**config.mk**
```make
export PLATFORM = sky130hd
export DESIGN_NAME = vme_bar_ctrl
export DESIGN_NICKNAME = d
export VERILOG_FILES = /design/src/rtl/vme_pkg.sv /design/src/rtl/vme_ga_filter.sv /design/src/rtl/vme_bar_ctrl.sv
export SDC_FILE = /design/constraint.sdc
export NUM_CORES = 1
export LEC_CHECK = 0
export ABC_AREA = 0
export BUFFER_PORTS_ARGS = -buffer_cell sky130_fd_sc_hd__buf_2
export CAP_MARGIN = 20
export CORE_MARGIN = 10
export CORE_UTILIZATION = 56
export CTS_BUF_LIST = sky130_fd_sc_hd__clkbuf_2
export CTS_CLUSTER_SIZE = 8
export DETAILED_ROUTE_END_ITERATION = 16
export PLACE_DENSITY_LB_ADDON = 0.1
export SETUP_SLACK_MARGIN = 0.1
export SYNTH_ARGS = -nofsm -noshare
export SYNTH_HDL_FRONTEND = slang
export SYNTH_HIERARCHICAL = 1
export SYNTH_SLANG_ARGS = --single-unit
```
**constraint.sdc**
```tcl
create_clock -name clk -period 3.09 [get_ports clk]
set_clock_uncertainty 0.15 [all_clocks]
set_input_delay 0.618 -clock clk [delete_from_list [all_inputs] [get_ports clk]]
set_output_delay 0.618 -clock clk [all_outputs]
set_load 0.005 [all_outputs]
```
**src/rtl/vme_pkg.sv**
```systemverilog
// Shared state encoding, slot limit and BAR constants for the VME BAR controller.
package vme_pkg;

    typedef enum logic [2:0] {
        StIdle,
        StSample,
        StCheck,
        StLocked,
        StError
    } state_e;

    localparam int unsigned MaxSlot  = 21;
    localparam int unsigned BarShift = 3;
    localparam int unsigned CntW     = 8;

    function automatic logic [7:0] slot_to_bar(input logic [4:0] s);
        return 8'(s) << BarShift;
    endfunction

    function automatic logic [7:0] bar_align(input logic [7:0] w);
        return (w >> BarShift) << BarShift;
    endfunction

    function automatic logic slot_in_range(input logic [4:0] s);
        return (s != 5'd0) && (32'(s) <= MaxSlot);
    endfunction

endpackage

```
**src/rtl/vme_ga_filter.sv**
```systemverilog
// GA pin debounce: holds the last sample and counts consecutive identical samples,
// strobing 'stable' on the sample that completes the run.
module vme_ga_filter
    import vme_pkg::*;
#(
    parameter int unsigned STABLE_CNT = 16
) (
    input  logic       clk,
    input  logic       rst,
    input  logic       load,
    input  logic       run,
    input  logic [5:0] pins,
    output logic [5:0] sample,
    output logic       stable
);

    logic [5:0]      sample_q;
    logic [CntW-1:0] cnt_q;
    logic            match;

    assign match  = (pins == sample_q);
    assign stable = run && match && (cnt_q == CntW'(STABLE_CNT - 1));
    assign sample = sample_q;

    always_ff @(posedge clk) begin
        if (rst) begin
            sample_q <= 6'h3F;
            cnt_q    <= '0;
        end else if (load) begin
            sample_q <= pins;
            cnt_q    <= '0;
        end else if (run) begin
            if (!match) begin
                sample_q <= pins;
                cnt_q    <= '0;
            end else if (stable) begin
                cnt_q <= '0;
            end else begin
                cnt_q <= cnt_q + CntW'(1);
            end
        end
    end

endmodule

```
**src/rtl/vme_bar_ctrl.sv**
```systemverilog
// VME geographic-address BAR controller: debounces GA, validates the slot and derives the
// CR/CSR base address. Define VME_GA_PARITY_EN to include the GAP pin in the check.
module vme_bar_ctrl
    import vme_pkg::*;
#(
    parameter int unsigned STABLE_CNT = 16
) (
    input  logic       clk,
    input  logic       rst,
    input  logic [4:0] ga_n,
    input  logic       gap_n,
    input  logic       rescan,
    input  logic       bar_wr,
    input  logic [7:0] bar_wdata,
    output logic       bar_wr_ack,
    output logic [7:0] bar,
    output logic       bar_valid,
    output logic [4:0] slot,
    output logic       ga_err
);

    state_e     state_q;
    logic [5:0] pins;
    logic [5:0] sample;
    logic       stable;
    logic       load;
    logic       run;
    logic       parity_ok;
    logic       slot_ok;
    logic       wr_go;
    logic [4:0] cand_slot;

`ifdef VME_GA_PARITY_EN
    assign pins      = {gap_n, ga_n};
    assign parity_ok = ^sample;
`else
    // GAP bit is tied high so it can never cause a sample mismatch.
    logic unused_gap;
    assign pins       = {1'b1, ga_n};
    assign parity_ok  = 1'b1;
    assign unused_gap = ^{gap_n, sample[5]};
`endif

    assign load      = rescan || (state_q == StIdle);
    assign run       = !rescan && (state_q == StSample);
    assign cand_slot = ~sample[4:0];
    assign slot_ok   = slot_in_range(cand_slot) && parity_ok;
    // bar_wr is still high during the ack cycle; gating on the ack keeps it to one pulse.
    assign wr_go     = bar_wr && !bar_wr_ack && ((state_q == StLocked) || (state_q == StError));

    vme_ga_filter #(
        .STABLE_CNT(STABLE_CNT)
    ) u_filter (
        .clk   (clk),
        .rst   (rst),
        .load  (load),
        .run   (run),
        .pins  (pins),
        .sample(sample),
        .stable(stable)
    );

    always_ff @(posedge clk) begin
        if (rst) begin
            state_q    <= StIdle;
            bar        <= '0;
            bar_valid  <= 1'b0;
            slot       <= '0;
            ga_err     <= 1'b0;
            bar_wr_ack <= 1'b0;
        end else begin
            bar_wr_ack <= 1'b0;
            if (rescan) begin
                state_q   <= StSample;
                bar       <= '0;
                bar_valid <= 1'b0;
                slot      <= '0;
                ga_err    <= 1'b0;
            end else begin
                unique case (state_q)
                    StIdle: begin
                        state_q <= StSample;
                    end
                    StSample: begin
                        if (stable) begin
                            state_q <= StCheck;
                        end
                    end
                    StCheck: begin
                        if (slot_ok) begin
                            state_q   <= StLocked;
                            slot      <= cand_slot;
                            bar       <= slot_to_bar(cand_slot);
                            bar_valid <= 1'b1;
                            ga_err    <= 1'b0;
                        end else begin
                            state_q   <= StError;
                            slot      <= '0;
                            bar       <= '0;
                            bar_valid <= 1'b0;
                            ga_err    <= 1'b1;
                        end
                    end
                    StLocked, StError: begin
                        if (wr_go) begin
                            state_q    <= StLocked;
                            bar        <= bar_align(bar_wdata);
                            bar_valid  <= 1'b1;
                            ga_err     <= 1'b0;
                            bar_wr_ack <= 1'b1;
                        end
                    end
                    default: begin
                        state_q <= StIdle;
                    end
                endcase
            end
        end
    end

endmodule

```
== After elaboration in Yosys (flattened, before gate mapping) ==
Index checks and enable logic that the tools add are counted.

* Bits in registers: 32
* Output and inout port bits: 16
* Word-level logic and storage cells: 67

* Bitwise logic cells: 2
* Multiplexer cells: 21
* $lt $le $gt $ge: 1
* Equal/unequal tests: 11
* Add/subtract/negate cells: 1
* Reductions and logical operators: 22

{| class="wikitable"
|+ Operators by type and width
! cell !! number
|-
| $mux 8 || 4
|-
| $mux 5 || 4
|-
| $pmux 8 s2 || 1
|-
| $pmux 3 s4 || 1
|-
| $mux 3 || 3
|-
| $add 8x1->8 const B || 1
|-
| $eq 8x4->1 const B || 1
|-
| $reduce_and 2->1 || 4
|-
| $eq 3x2->1 const B || 2
|-
| $logic_and 1x1->1 || 6
|-
| $mux 1 || 6
|-
| $ne 2x2->1 const B || 3
|-
| $ne 3x3->1 const B || 2
|-
| $reduce_or 2->1 || 3
|-
| $eq 5x5->1 || 1
|-
| $le 5x5->1 const B || 1
|-
| $not 5->5 || 1
|-
| $reduce_bool 5->1 || 1
|-
| $pmux 1 s2 || 2
|-
| $reduce_bool 2->1 || 2
|-
| $eq 3x1->1 const B || 1
|-
| $eq 3x3->1 const B || 1
|-
| $logic_not 3->1 || 1
|-
| $reduce_or 3->1 || 1
|-
| 3 further kinds || 5
|}

== Longest topological paths before layout ==
* Depth after elaboration: 7
* Depth in mapped cells: 8

== Modules after synthesis ==
Netlist, hierarchy kept.

{| class="wikitable"
|+ Modules (own cells, without submodules)
! module !! cells an instance !! seq. area each (µm²) !! area an instance (µm²) !! times used
|-
| vme_bar_ctrl || 99 || 320.3 || 837.1 || 1
|-
| vme_ga_filter || 88 || 280.3 || 787.0 || 1
|}

== Worst setup path after synthesis ==
No wires, ideal clock.

* Kind: input -> register
* Start point: input port rescan
* End point: register state_q[0]
* Cell stages on the path: 6
* Setup time: 0.129 ns
* Path slack: 0.824 ns
* Required time: 2.811 ns
* Arrival: 1.987 ns
* Buffers on the path: 0
* Cells stage by stage: nor4_1 -> nand3_1 -> nor4_1 -> a21oi_1 -> a211oi_1 -> a311oi_1

* Longest elaborated chain between the ends: 6
* Elaborated cells between the ends (all ways): 8
* Classes of those cells: eq/ne: 2; mux: 1; reduce/logical: 5

{| class="wikitable"
|+ Ends and longest elaborated chain
! element !! line !! text
|-
| from (decl) || vme_bar_ctrl.sv:12 || <nowiki>input logic rescan,</nowiki>
|-
| $logic_not 1->1 || vme_bar_ctrl.sv:45 || <nowiki>assign run = !rescan && (state_q == StSample);</nowiki>
|-
| $logic_and 1x1->1 || vme_bar_ctrl.sv:45 ||
|-
| $logic_and 1x1->1 (2 in series) || vme_ga_filter.sv:22 || <nowiki>assign stable = run && match && (cnt_q == CntW'(STABLE_CNT - 1));</nowiki>
|-
| named net stable || vme_bar_ctrl.sv:25 || <nowiki>logic stable;</nowiki>
|-
| $ne 3x3->1 (no source line) || -- ||
|-
| $reduce_and 2->1 (no source line) || -- ||
|-
| to (signal assigned) || vme_bar_ctrl.sv:65 || <nowiki>state_q <= StIdle;</nowiki>
|-
| to (signal assigned) || vme_bar_ctrl.sv:74 || <nowiki>state_q <= StSample;</nowiki>
|-
| to (signal assigned) || vme_bar_ctrl.sv:82 || <nowiki>state_q <= StSample;</nowiki>
|-
| to (decl) || vme_bar_ctrl.sv:22 || <nowiki>state_e state_q;</nowiki>
|}

The timed path passes the listed nets, and every way through them passes these cells.
A chain may end at the register's enable or synchronous reset.

== Worst setup path after layout ==
* Start point: register state_q[0]
* End point: register state_q[0]

* Longest elaborated chain between the ends: 6
* Elaborated cells between the ends (all ways): 16
* Classes of those cells: eq/ne: 6; mux: 2; reduce/logical: 8

{| class="wikitable"
|+ Ends and longest elaborated chain
! element !! line !! text
|-
| $eq 3x1->1 || vme_bar_ctrl.sv:45 ||
|-
| $logic_and 1x1->1 || vme_bar_ctrl.sv:45 ||
|-
| named net run || vme_bar_ctrl.sv:27 || <nowiki>logic run;</nowiki>
|-
| $logic_and 1x1->1 (2 in series) || vme_ga_filter.sv:22 ||
|-
| named net stable || vme_bar_ctrl.sv:25 ||
|-
| $ne 3x3->1 (no source line) || -- ||
|-
| $reduce_and 2->1 (no source line) || -- ||
|}

The timed path passes the listed nets, and every way through them passes these cells.

==> impl_metrics.csv <==
group,metric,value,unit
sta,worst_pin_slew,740,ps
floorplan,core_region_area,0.00276,sq mm
place,dp_hpwl,2.69,mm
critical_path,crit_family,"simple AND/OR/NAND/NOR gates",
critical_path,path_max_fanout,10,
global_routing,grt_first_pass_wirelength,6.00,mm
clocking,cts.sinks,30,
critical_path,cp.arrival,2390,ps
drt,viasPerCell,5.90,
sta,hold_ws,314,ps
sta,rsz0062_at_grt,"no",
global_routing,grt_pass1_vias,1352,
finish,nNetsFinal,232,
floorplan,dieArea,0.00545,sq mm
global_routing,grt_usage,0.137,
pwr,powerDensity,370,mW/mm^2
sta,slew_viol_final,0,
synthesis,ys_async_sr_fraction,0,
drt,post_drt_wl_per_cell,15.1,microns
hold_path,worstHoldPathCells,2,
clocking,cts_resized,0,
critical_path,cp.buffers_inverters,2,
critical_path,end_kind,"flop",
finish,final_cells,245,
critical_path,max_stage_delay,550,ps
clocking,htreeDepth,2,
critical_path,path_cells,"inv_1 > nor4_1 > buf_4 > nand3_1 > nor4_1 > a21oi_1 > a211oi_1 > a311oi_1",
critical_path,start_kind,"flop",
place,dp_cells,237,
drt,first_iter_violations,137,
critical_path,critPathKind,"flop to flop",
clocking,hold_buffers,0,
drt,vias,1446,
synthesis,netlist_area,0.00162,sq mm
synthesis,yosysWarningCount,6,
finish,layout-drive-gt1-share,0.224,
global_routing,grt_overflow_total,0,
synthesis,ys_seq_elements,30,
clocking,cts_setup_buffers,0,
finish,n_antenna_cell,0,
sta,period_needed,2280,ps
critical_path,path_depth,8,
finish,fillers,243,
synthesis,synth_edf_count,0,
finish,final_util,0.642,
floorplan,dieWidth,73.9,microns
critical_path,reg2reg_slack,810,ps
drt,ant_nets,0,
global_routing,grt_max_degree,13,
floorplan,rows,19,
sta,tns,0,ps
synthesis,ys_types,51,
drt,wl,3.70,mm
place,place_congestion,0.841,
global_routing,antenna_found_initial,0,
critical_path,crit_top_cell,"nor4_1",
sta,slew_headroom,0.505,
clocking,cts_tree,"yes",
hold_path,holdCritPathClass,"flop to flop",
sta,finalCritPeriodShare,0.739,
floorplan,die_h,73.9,microns
pwr,peakVddDrop,0.334,mV
critical_path,worst-endpoint-required,3190,ps
clocking,cts_buffer_depth,2,
critical_path,slowest_stage,"dfxtp_1",
clocking,cts_made_buffers,5,
sta,final-hold-violation-count,0,
synthesis,yosysSeqAreaShare,0.370,
synthesis,syn_inst,187,
synthesis,synth-main-ff-cell,"dfxtp_1",
finish,areaGrowthSynthToFinish,9.09,%
clocking,path_clk_slew,150,ps
synthesis,syn_avg_cell_area,8.68,sq um
sta,max_freq,438,MHz
critical_path,r2r_cells,8,
run,cap_violations,0,
place,io_buffers,26,
sta,setup_violations,0,
floorplan,initial_core_util,0.589,
clocking,clockRootBuffer,"clkbuf_2",
status,outcome,"finished clean",
clocking,insertion_delay,360,ps
floorplan,ios,34,
pwr,p_leak,0.702,nW
drt,drc,0,
drt,dr.pass1.iters,4,
## layer usage
layer  vias to the layer above  part of all wire  GRT usage
met4                         0             0.018     0.0766
met5                         -                 0          0
met3                         8             0.061     0.0431
li1                        729                 -          -
met2                        34              0.46      0.201
met1                       675              0.46      0.171
## cells in the mapped netlist (3+ instances only)
master / instances / area (sq um)
dfxtp_1: 30 / 601
a21oi_1: 15 / 75.1
nand2_1: 15 / 56.3
nor2_1: 15 / 56.3
nor3_1: 9 / 45.0
nor2b_1: 8 / 50.1
nand3_1: 7 / 35.0
a211o_2: 6 / 60.1
o21ai_0: 6 / 30.0
xor2_1: 5 / 43.8
a211oi_1: 4 / 30.0
buf_2: 4 / 20.0
nand2b_1: 4 / 25.0
nand4_1: 4 / 25.0
or3_1: 4 / 25.0
buf_4: 3 / 22.5
buf_6: 3 / 33.8
o211ai_1: 3 / 22.5
## placed cells by master (no fill, tap or decap), drive strengths merged, types with 2 or more instances in the layout
cell / count
a211o: 6
a211oi: 4
a21oi: 15
buf: 28
clkbuf: 5
clkinv: 3
conb: 5
dfxtp: 30
inv: 2
mux2i: 2
nand2: 15
nand2b: 4
nand3: 7
nand4: 4
nand4bb: 2
nor2: 15
nor2b: 8
nor3: 9
nor4: 3
o2111ai: 2
o211ai: 3
o21ai: 7
o311a: 2
o32a: 2
or2: 3
or3: 4
or3b: 2
xor2: 6
## sequential cells by signal (all words and copies together) (netlist names)
register / count
bar: 5
bar_valid: 1
bar_wr_ack: 1
ga_err: 1
slot: 5
state_q: 3
u_filter/cnt_q: 8
u_filter/sample: 6
## stage by stage
step	total power [mW]	cell area, sq um	worst slack, ps
floorplan	0.462	1640	824
global placement	0.478	1740	619
detailed placement	0.481	1740	619
CTS	0.663	1770	811
global route	0.685	1770	536
finish	0.656	1770	807
## area by class of cell
type,count,area (sq um),share of cell area
multi-input cells,146,943,0.532
flip-flops and latches,30,601,0.339
repair buffers,28,145,0.0819
well taps,31,38.8,0.0219
clock buffers,5,25.0,0.0141
clock inverters,3,11.3,0.00636
inverters,2,7.51,0.00424
## worst register-to-register path: cells and delay by family (launching register included)
family,cells,cell delay [ps]
AOI/OAI and AO/OA,3,420
buffers and inverters,2,360
DFF,1,550
and+or+nand+nor,3,680
## final timing paths
kind / to / start
setup / recovery: state_q[0] / state_q[0]
hold / removal: slot[3] / slot[3]
setup reg to reg: state_q[0] / state_q[0]
hold reg to reg: slot[3] / slot[3]
## power breakdown
part           total [mW]  internal [mW]  leakage [nW]  switching [mW]
logic              0.0697         0.0289         0.433          0.0408
clock network       0.182         0.0482        0.0255           0.134
registers           0.405          0.393         0.244          0.0111
## kinds of logic after synthesis
logic type / synth area share
simple gates: 0.290
buf+inv: 0.0562
xor+xnor: 0.0424
flops: 0.370
compound gates: 0.210
other cells: 0.00462
mux: 0.0193
fa+ha+maj: 0.00770
(Power assumes the default switching activity.)
